### config.mk
export PLATFORM = sky130hd
export DESIGN_NAME = controle_ula
export DESIGN_NICKNAME = d
export VERILOG_FILES = /design/src/rtl/controle_ula.sv
export SDC_FILE = /design/constraint.sdc
export NUM_CORES = 1
export LEC_CHECK = 0
export CAP_MARGIN = 20
export CORE_UTILIZATION = 43
export CTS_CLUSTER_DIAMETER = 40
export DETAILED_ROUTE_END_ITERATION = 16
export PLACE_DENSITY_LB_ADDON = 0.3
export SYNTH_ARGS = -nofsm -noshare
export SYNTH_HDL_FRONTEND = slang
export SYNTH_SLANG_ARGS = --single-unit
export TNS_END_PERCENT = 20
### constraint.sdc
create_clock -name clock -period 3.8 [get_ports clock]
set_input_delay 0.57 -clock clock [delete_from_list [all_inputs] [get_ports clock]]
set_output_delay 0.57 -clock clock [all_outputs]
set_load 0.05 [all_outputs]
### src/rtl/controle_ula.sv
// controle_ula: two-requester front end for an external combinational ALU.
// Round-robin arbitration, one-cycle execution, and a held response with an
// architectural {Z,C,S,O} flag register updated per operation class.
module controle_ula #(
  parameter int BITS_PALAVRA = 16
) (
  input  logic                    clock,
  input  logic                    reset,
  input  logic [1:0]              req_valid,
  output logic [1:0]              req_ready,
  input  logic [4:0]              req0_op,
  input  logic [4:0]              req1_op,
  input  logic [BITS_PALAVRA-1:0] req0_a,
  input  logic [BITS_PALAVRA-1:0] req0_b,
  input  logic [BITS_PALAVRA-1:0] req1_a,
  input  logic [BITS_PALAVRA-1:0] req1_b,
  output logic [4:0]              ula_controle,
  output logic [BITS_PALAVRA-1:0] ula_a,
  output logic [BITS_PALAVRA-1:0] ula_b,
  input  logic [BITS_PALAVRA-1:0] ula_resultado,
  input  logic                    ula_z,
  input  logic                    ula_c,
  input  logic                    ula_s,
  input  logic                    ula_o,
  output logic                    resp_valid,
  input  logic                    resp_ready,
  output logic                    resp_id,
  output logic [BITS_PALAVRA-1:0] resp_resultado,
  output logic                    resp_erro,
  output logic [3:0]              flags
);

  typedef enum logic [1:0] {
    OCIOSO = 2'd0,
    EXEC   = 2'd1,
    RESP   = 2'd2
  } estado_t;

  // Operation classes, decide which flags an op is allowed to touch.
  localparam logic [2:0] CL_ARIT  = 3'd0;
  localparam logic [2:0] CL_SHIFT = 3'd1;
  localparam logic [2:0] CL_LOGIC = 3'd2;
  localparam logic [2:0] CL_CONST = 3'd3;
  localparam logic [2:0] CL_INDEF = 3'd4;

  // Undefined ops are steered to the ALU as a harmless constant op.
  localparam logic [4:0] OP_SEGURO = 5'b10000;

  function automatic logic [2:0] classe_op(input logic [4:0] op);
    case (op)
      5'b00000, 5'b00001, 5'b00011,
      5'b00100, 5'b00101, 5'b00110:          classe_op = CL_ARIT;
      5'b01000, 5'b01001:                    classe_op = CL_SHIFT;
      5'b10001, 5'b10010, 5'b10100, 5'b10101,
      5'b10110, 5'b10111, 5'b11000, 5'b11001,
      5'b11010, 5'b11011, 5'b11100, 5'b11101,
      5'b11110:                              classe_op = CL_LOGIC;
      5'b10000, 5'b10011, 5'b11111:          classe_op = CL_CONST;
      default:                               classe_op = CL_INDEF;
    endcase
  endfunction

  estado_t                 estado_q, estado_d;
  logic                    ultimo_q, ultimo_d;
  logic [4:0]              op_q, op_d;
  logic [BITS_PALAVRA-1:0] a_q, a_d;
  logic [BITS_PALAVRA-1:0] b_q, b_d;
  logic                    id_q, id_d;
  logic                    resp_id_q, resp_id_d;
  logic [BITS_PALAVRA-1:0] resp_resultado_q, resp_resultado_d;
  logic                    resp_erro_q, resp_erro_d;
  logic [3:0]              flags_q, flags_d;

  logic       grant;
  logic       aceita;
  logic [2:0] classe;

  // Round-robin grant: a lone request wins outright, a tie goes to the
  // requester that was not served last.
  always_comb begin
    grant = 1'b0;
    if (req_valid == 2'b11) begin
      grant = ~ultimo_q;
    end else begin
      grant = req_valid[1];
    end
  end

  assign aceita = (estado_q == OCIOSO) && (req_valid != 2'b00);
  assign classe = classe_op(op_q);

  // State register.
  always_ff @(posedge clock or posedge reset) begin
    if (reset) begin
      estado_q <= OCIOSO;
    end else begin
      estado_q <= estado_d;
    end
  end

  // Next-state logic: accept -> one execute cycle -> hold response.
  always_comb begin
    estado_d = estado_q;
    case (estado_q)
      OCIOSO:  if (aceita) estado_d = EXEC;
      EXEC:    estado_d = RESP;
      RESP:    if (resp_ready) estado_d = OCIOSO;
      default: estado_d = OCIOSO;
    endcase
  end

  // Datapath registers: request latch, response and flag register.
  always_ff @(posedge clock or posedge reset) begin
    if (reset) begin
      ultimo_q         <= 1'b1;
      op_q             <= '0;
      a_q              <= '0;
      b_q              <= '0;
      id_q             <= 1'b0;
      resp_id_q        <= 1'b0;
      resp_resultado_q <= '0;
      resp_erro_q      <= 1'b0;
      flags_q          <= 4'b0000;
    end else begin
      ultimo_q         <= ultimo_d;
      op_q             <= op_d;
      a_q              <= a_d;
      b_q              <= b_d;
      id_q             <= id_d;
      resp_id_q        <= resp_id_d;
      resp_resultado_q <= resp_resultado_d;
      resp_erro_q      <= resp_erro_d;
      flags_q          <= flags_d;
    end
  end

  // Next values for the datapath: latch on acceptance, capture in EXEC.
  always_comb begin
    ultimo_d         = ultimo_q;
    op_d             = op_q;
    a_d              = a_q;
    b_d              = b_q;
    id_d             = id_q;
    resp_id_d        = resp_id_q;
    resp_resultado_d = resp_resultado_q;
    resp_erro_d      = resp_erro_q;
    flags_d          = flags_q;

    if (aceita) begin
      ultimo_d = grant;
      id_d     = grant;
      op_d     = grant ? req1_op : req0_op;
      a_d      = grant ? req1_a  : req0_a;
      b_d      = grant ? req1_b  : req0_b;
    end

    if (estado_q == EXEC) begin
      resp_id_d = id_q;
      if (classe == CL_INDEF) begin
        resp_resultado_d = '0;
        resp_erro_d      = 1'b1;
      end else begin
        resp_resultado_d = ula_resultado;
        resp_erro_d      = 1'b0;
      end
      case (classe)
        CL_ARIT:  flags_d = {ula_z, ula_c, ula_s, ula_o};
        CL_SHIFT: flags_d = {ula_z, ula_c, ula_s, flags_q[0]};
        CL_LOGIC: flags_d = {ula_z, flags_q[2], ula_s, flags_q[0]};
        default:  flags_d = flags_q;
      endcase
    end
  end

  // Outputs: handshake strobes and the ALU drive, which is quiet outside EXEC.
  always_comb begin
    req_ready    = 2'b00;
    resp_valid   = 1'b0;
    ula_controle = '0;
    ula_a        = '0;
    ula_b        = '0;
    case (estado_q)
      OCIOSO: begin
        if (!reset) begin
          req_ready = req_valid & (grant ? 2'b10 : 2'b01);
        end
      end
      EXEC: begin
        ula_controle = (classe == CL_INDEF) ? OP_SEGURO : op_q;
        ula_a        = a_q;
        ula_b        = b_q;
      end
      RESP: begin
        resp_valid = 1'b1;
      end
      default: begin
        req_ready = 2'b00;
      end
    endcase
  end

  assign resp_id        = resp_id_q;
  assign resp_resultado = resp_resultado_q;
  assign resp_erro      = resp_erro_q;
  assign flags          = flags_q;

endmodule

Word level (Yosys, flattened, before mapping) --
Memory sizes are Yosys's and may differ from the RTL's. Index checks and enable logic that the tools add are counted.
Word-level totals: memories kept 1, word-level logic and storage cells 53, input bits 99, bits in registers 63, ROM bits 96
Memories:
- (no name shown) | words 32, width 3, rd ports 1, clocked after Yosys merged registers in 0, wr ports 0, line 50 | case (op)
Cells by class: muxes and demuxes 18, equal/unequal tests 8, reductions and logical operators 10, bitwise operators 4
Operators by type and width (count):
- 2-to-1 mux 16 bit | 5
- 2-to-1 mux 5 bit | 3
- case mux 4 bit (3 select lines) | 1
- 2-to-1 mux 2 bit | 5
- case mux 2 bit (3 select lines) | 1
- == test 2 bit (second input constant) | 2
- != test 2 bit (second input constant) | 2
- AND reduction 2 bit | 2
- AND reduction 4 bit | 1
- nonzero test 2 bit | 2
- == test 3 x 1 -> 1 bit (second input constant) | 1
- == test 3 x 2 -> 1 bit (second input constant) | 1
- == test 3 bit (second input constant) | 1
- zero test 3 bit | 1
- 2-to-1 mux 1 bit | 3
- NOT 1 bit | 3
- AND reduction 3 bit | 1
- nonzero test 3 bit | 1
- AND 2 bit | 1
- == test 2 x 1 -> 1 bit (second input constant) | 1
- zero test 2 bit | 1
- logical AND 1 bit | 1

Longest topological paths before layout --
word-level depth 6, depth in mapped cells 8, depth with buffers taken out 6

Worst setup path before layout --
Ideal clock, no wire load.
path type in2out, from input reset, to output req_ready[1], setup slack 0.682 ns, arrival time 2.548 ns, stages on the path 2, path buffers 0, cell sequence inv_1 -> and3_1
On the way: longest elaborated chain between the ends 2
RTL lines:
- start: declaration | line 8 | input logic reset,
- 2-to-1 mux 2 bit | line 184 | if (!reset) begin
- 2-to-1 mux 2 bit | line 182 | case (estado_q)
- end: declaration | line 10 | output logic [1:0] req_ready,
Every way passes these cells.

Worst setup path in the final report --
from input req_valid[1], to output req_ready[1]
On the way: longest elaborated chain between the ends 6
RTL lines:
- start: declaration | line 9 | input logic [1:0] req_valid,
- == test 2 bit | line 82 | if (req_valid == 2'b11) begin
- 2-to-1 mux 1 bit | line 82
- 2-to-1 mux 2 bit | line 185 | req_ready = req_valid & (grant ? 2'b10 : 2'b01);
- AND 2 bit * | line 185
- 2-to-1 mux 2 bit * | line 184
- 2-to-1 mux 2 bit * | line 182
Mark *: on every way between the ends. The rest lies on a longest branch, timed or not.

==> results.ini <==
[route]
drt_iter0_markers=73
finalWirelength_um=8360
route.detailed.drc=0
routed-via-count=2875
dr.pass1.iters=4
ant_nets=0
vias_per_cell=4.93
wl_per_cell_um=14.3

[floorplanning]
io-pin-count=161
dieArea_um2=7740
die_width_um=88.0
start_util_pct=45.5
rows=30
core_um2=6980
die_y_um=88.0

[power_and_ir_drop]
leakage_nw=2.18
ir_drop_v=0.000436
powerDensity_nw_per_um2=911
finalPower_w=0.00462

[setup_path]
path_buf_inv=3
cp-start-kind=input port
crit_start=req_valid[1]
critPathMaxFanout=14
crit_type=input port to output port
critPathSlowestCell=clkdlybuf4s50_1
cp_top_family=buffers and inverters
path_cells=clkdlybuf4s50_1, a21boi_4, buf_4, and3_1, clkdlybuf4s50_1
cp.required_ns=3.23
critPathMaxStageDelay_ns=0.83
r2r_end=resp_resultado[6]
crit_path_end_kind=output port
reg2reg_depth=5
path_depth=5
worst-r2r-setup-slack_ns=1.88
reg2reg_from=op_q[1]
crit_top_cell=clkdlybuf4s50_1
cp.arrival_ns=2.60

[logic_synthesis]
synth.distinct_cells=36
seq_area_frac_synth_pct=49.6
yosysMostFrequentCell=dfrtp_1
synth_edf_count=0
synth_common_cells=dfrtp_1 (62), nor2_1 (42), a21oi_1 (39), mux2i_1 (38), nand2_1 (35)
synth_area_um2=3180
yosysTopAreaCellShare_pct=48.8
syn-num-nets=427
synthFlopType=dfrtp_1
async_flop_share_pct=100
synth_seq_cells=63
synthCells=326
yosys_warnings=0
synth_top_cell_by_area=dfrtp_1
avgSynthCellArea_um2=9.75
synthTopCellsByArea=dfrtp_1 (49%), mux2i_1 (12%), and2_1 (6.3%), a21oi_1 (6.1%), nor2_1 (5.0%)

[clocking]
cts_setup_buffers=0
cts_sinks=63
cts.path.max_buffers=2
clk_latency_ns=0.33
numCtsBuffers=9
clk_pin_slew_ns=0.06
cts_tree=done
cts_root_buf=clkbuf_8
ctsHoldBuffers=0
cts_resized=0
htreeDepth=3

[final_layout]
fin_nets=583
final_layout_size_suffix_gt1_share_pct=9.45
final_util_pct=72.6
area_delta_synth_final_pct=59.4
n_antenna_cell=0

[worst_hold_path]
worstHoldStart=resp_resultado[1]
min_delay_worst_endpoint=resp_resultado[1]
holdPathStages=2
hp-class=flop to flop

[global_route]
grt_pass1_wl_um=13600
gr-total-overflow=0
gr-usage-all-layers_pct=23.3
grt_pass1_vias=2957
grt_antenna_before_repair=0
grt_max_degree=64

[timing]
setup_slack_ns=0.635
finalMaxSlewViolations=0
max_freq_ghz=0.316
fin_crit_sh_pct=83.3
period_needed_ns=3.17
max_slew_margin_pct=47.4
finalSetupViolCount=0
worst-slew-pin-transition_ns=0.790
setup_tns_ns=0
fin_worst_skew_ns=0.0113
rsz0062_at_grt=no
final_hold_viol_count=0

[placed_design]
port-buffer-count=160
place_congestion=0.823
place_hpwl_um=6080
place_ws_ns=0.649

[status]
status=finished, final reports clean

[job]
maxCapViolCount=0

metrics by stage:
| stage | cells | cell area, um2 | hold WS (ns) |
|---|---|---|---|
| floorplan | 326 | 3180 | 0.487 |
| global placement | 567 | 4830 | 0.448 |
| detailed placement | 567 | 4830 | 0.457 |
| CTS | 583 | 5070 | 0.472 |
| global route | 583 | 5070 | 0.500 |
| finish | 583 | 5070 | 0.469 |
how the worst max path moves through the flow:
| stage | to |
|---|---|
| after floorplan | req_ready[1] |
| final | req_ready[1] |
| after CTS | req_ready[1] |
| after detailed placement | req_ready[1] |
| after global placement | req_ready[1] |
| after global routing | req_ready[1] |
where the power goes:
part | internal, W | total (W) | leakage, nW | switching (W)
logic | 0.000983 | 0.00276 | 1.33 | 0.00177
clock network | 0.000404 | 0.000665 | 0.112 | 0.000261
registers | 0.000999 | 0.00119 | 0.730 | 0.000195
total | 0.00239 | 0.00462 | 2.18 | 0.00223
state kept, by name, summed over array words and instances, names as in the netlist, 2 cells and up:
register / cells
b_q: 16
op_q: 5
estado_q: 2
flags: 4
a_q: 16
resp_resultado: 16
layout make-up:
class / count / area, um2
well taps: 96 / 120
clock buffers: 11 / 151
fillers: 548 / 1920
inverters: 5 / 18.8
flip-flops and latches: 63 / 1580
repair buffers: 167 / 1650
multi-input cells: 236 / 1460
clock inverters: 5 / 80.1
per-layer routing:
metal  routed length, um  track usage (%)  vias up
met5                   0                0        -
li1                    -                -     1404
met1                3360             27.4     1346
met2                4230             39.9      110
met4                 180             9.39        0
met3                 586             6.69       15
kinds of logic (layout without fill, tap and decap cells):
logic type      after synthesis  after routing  synth area share, %
flops                        63             63                 49.6
simple gates                141            141                 22.2
fa+ha+maj                     2              2                0.787
buf+inv                      27            188                 4.92
compound gates               50             50                 8.50
mux                          43             43                 14.0
layout by cell type (no fill, tap or decap), types with 2 or more instances in the layout:
master	count
bufinv_16	2
clkdlybuf4s50_1	160
and2_2	3
ha_1	2
o21ai_0	5
clkinvlp_4	2
mux2i_1	38
dfrtp_1	62
mux2_4	2
and2_1	32
nand2_1	35
buf_4	7
clkbuf_8	11
nand3_2	5
nand2b_1	3
mux2_2	3
a21oi_1	39
nor3b_1	2
nand3_1	11
nor2_1	42
inv_1	4
tightest hold or removal path: stages (launching register included):
cell and delay [ns]:
dfrtp_1 0.34, nand2_1 0.05, nand2_1 0.05
No activity file was read; power rests on OpenSTA's default activity.
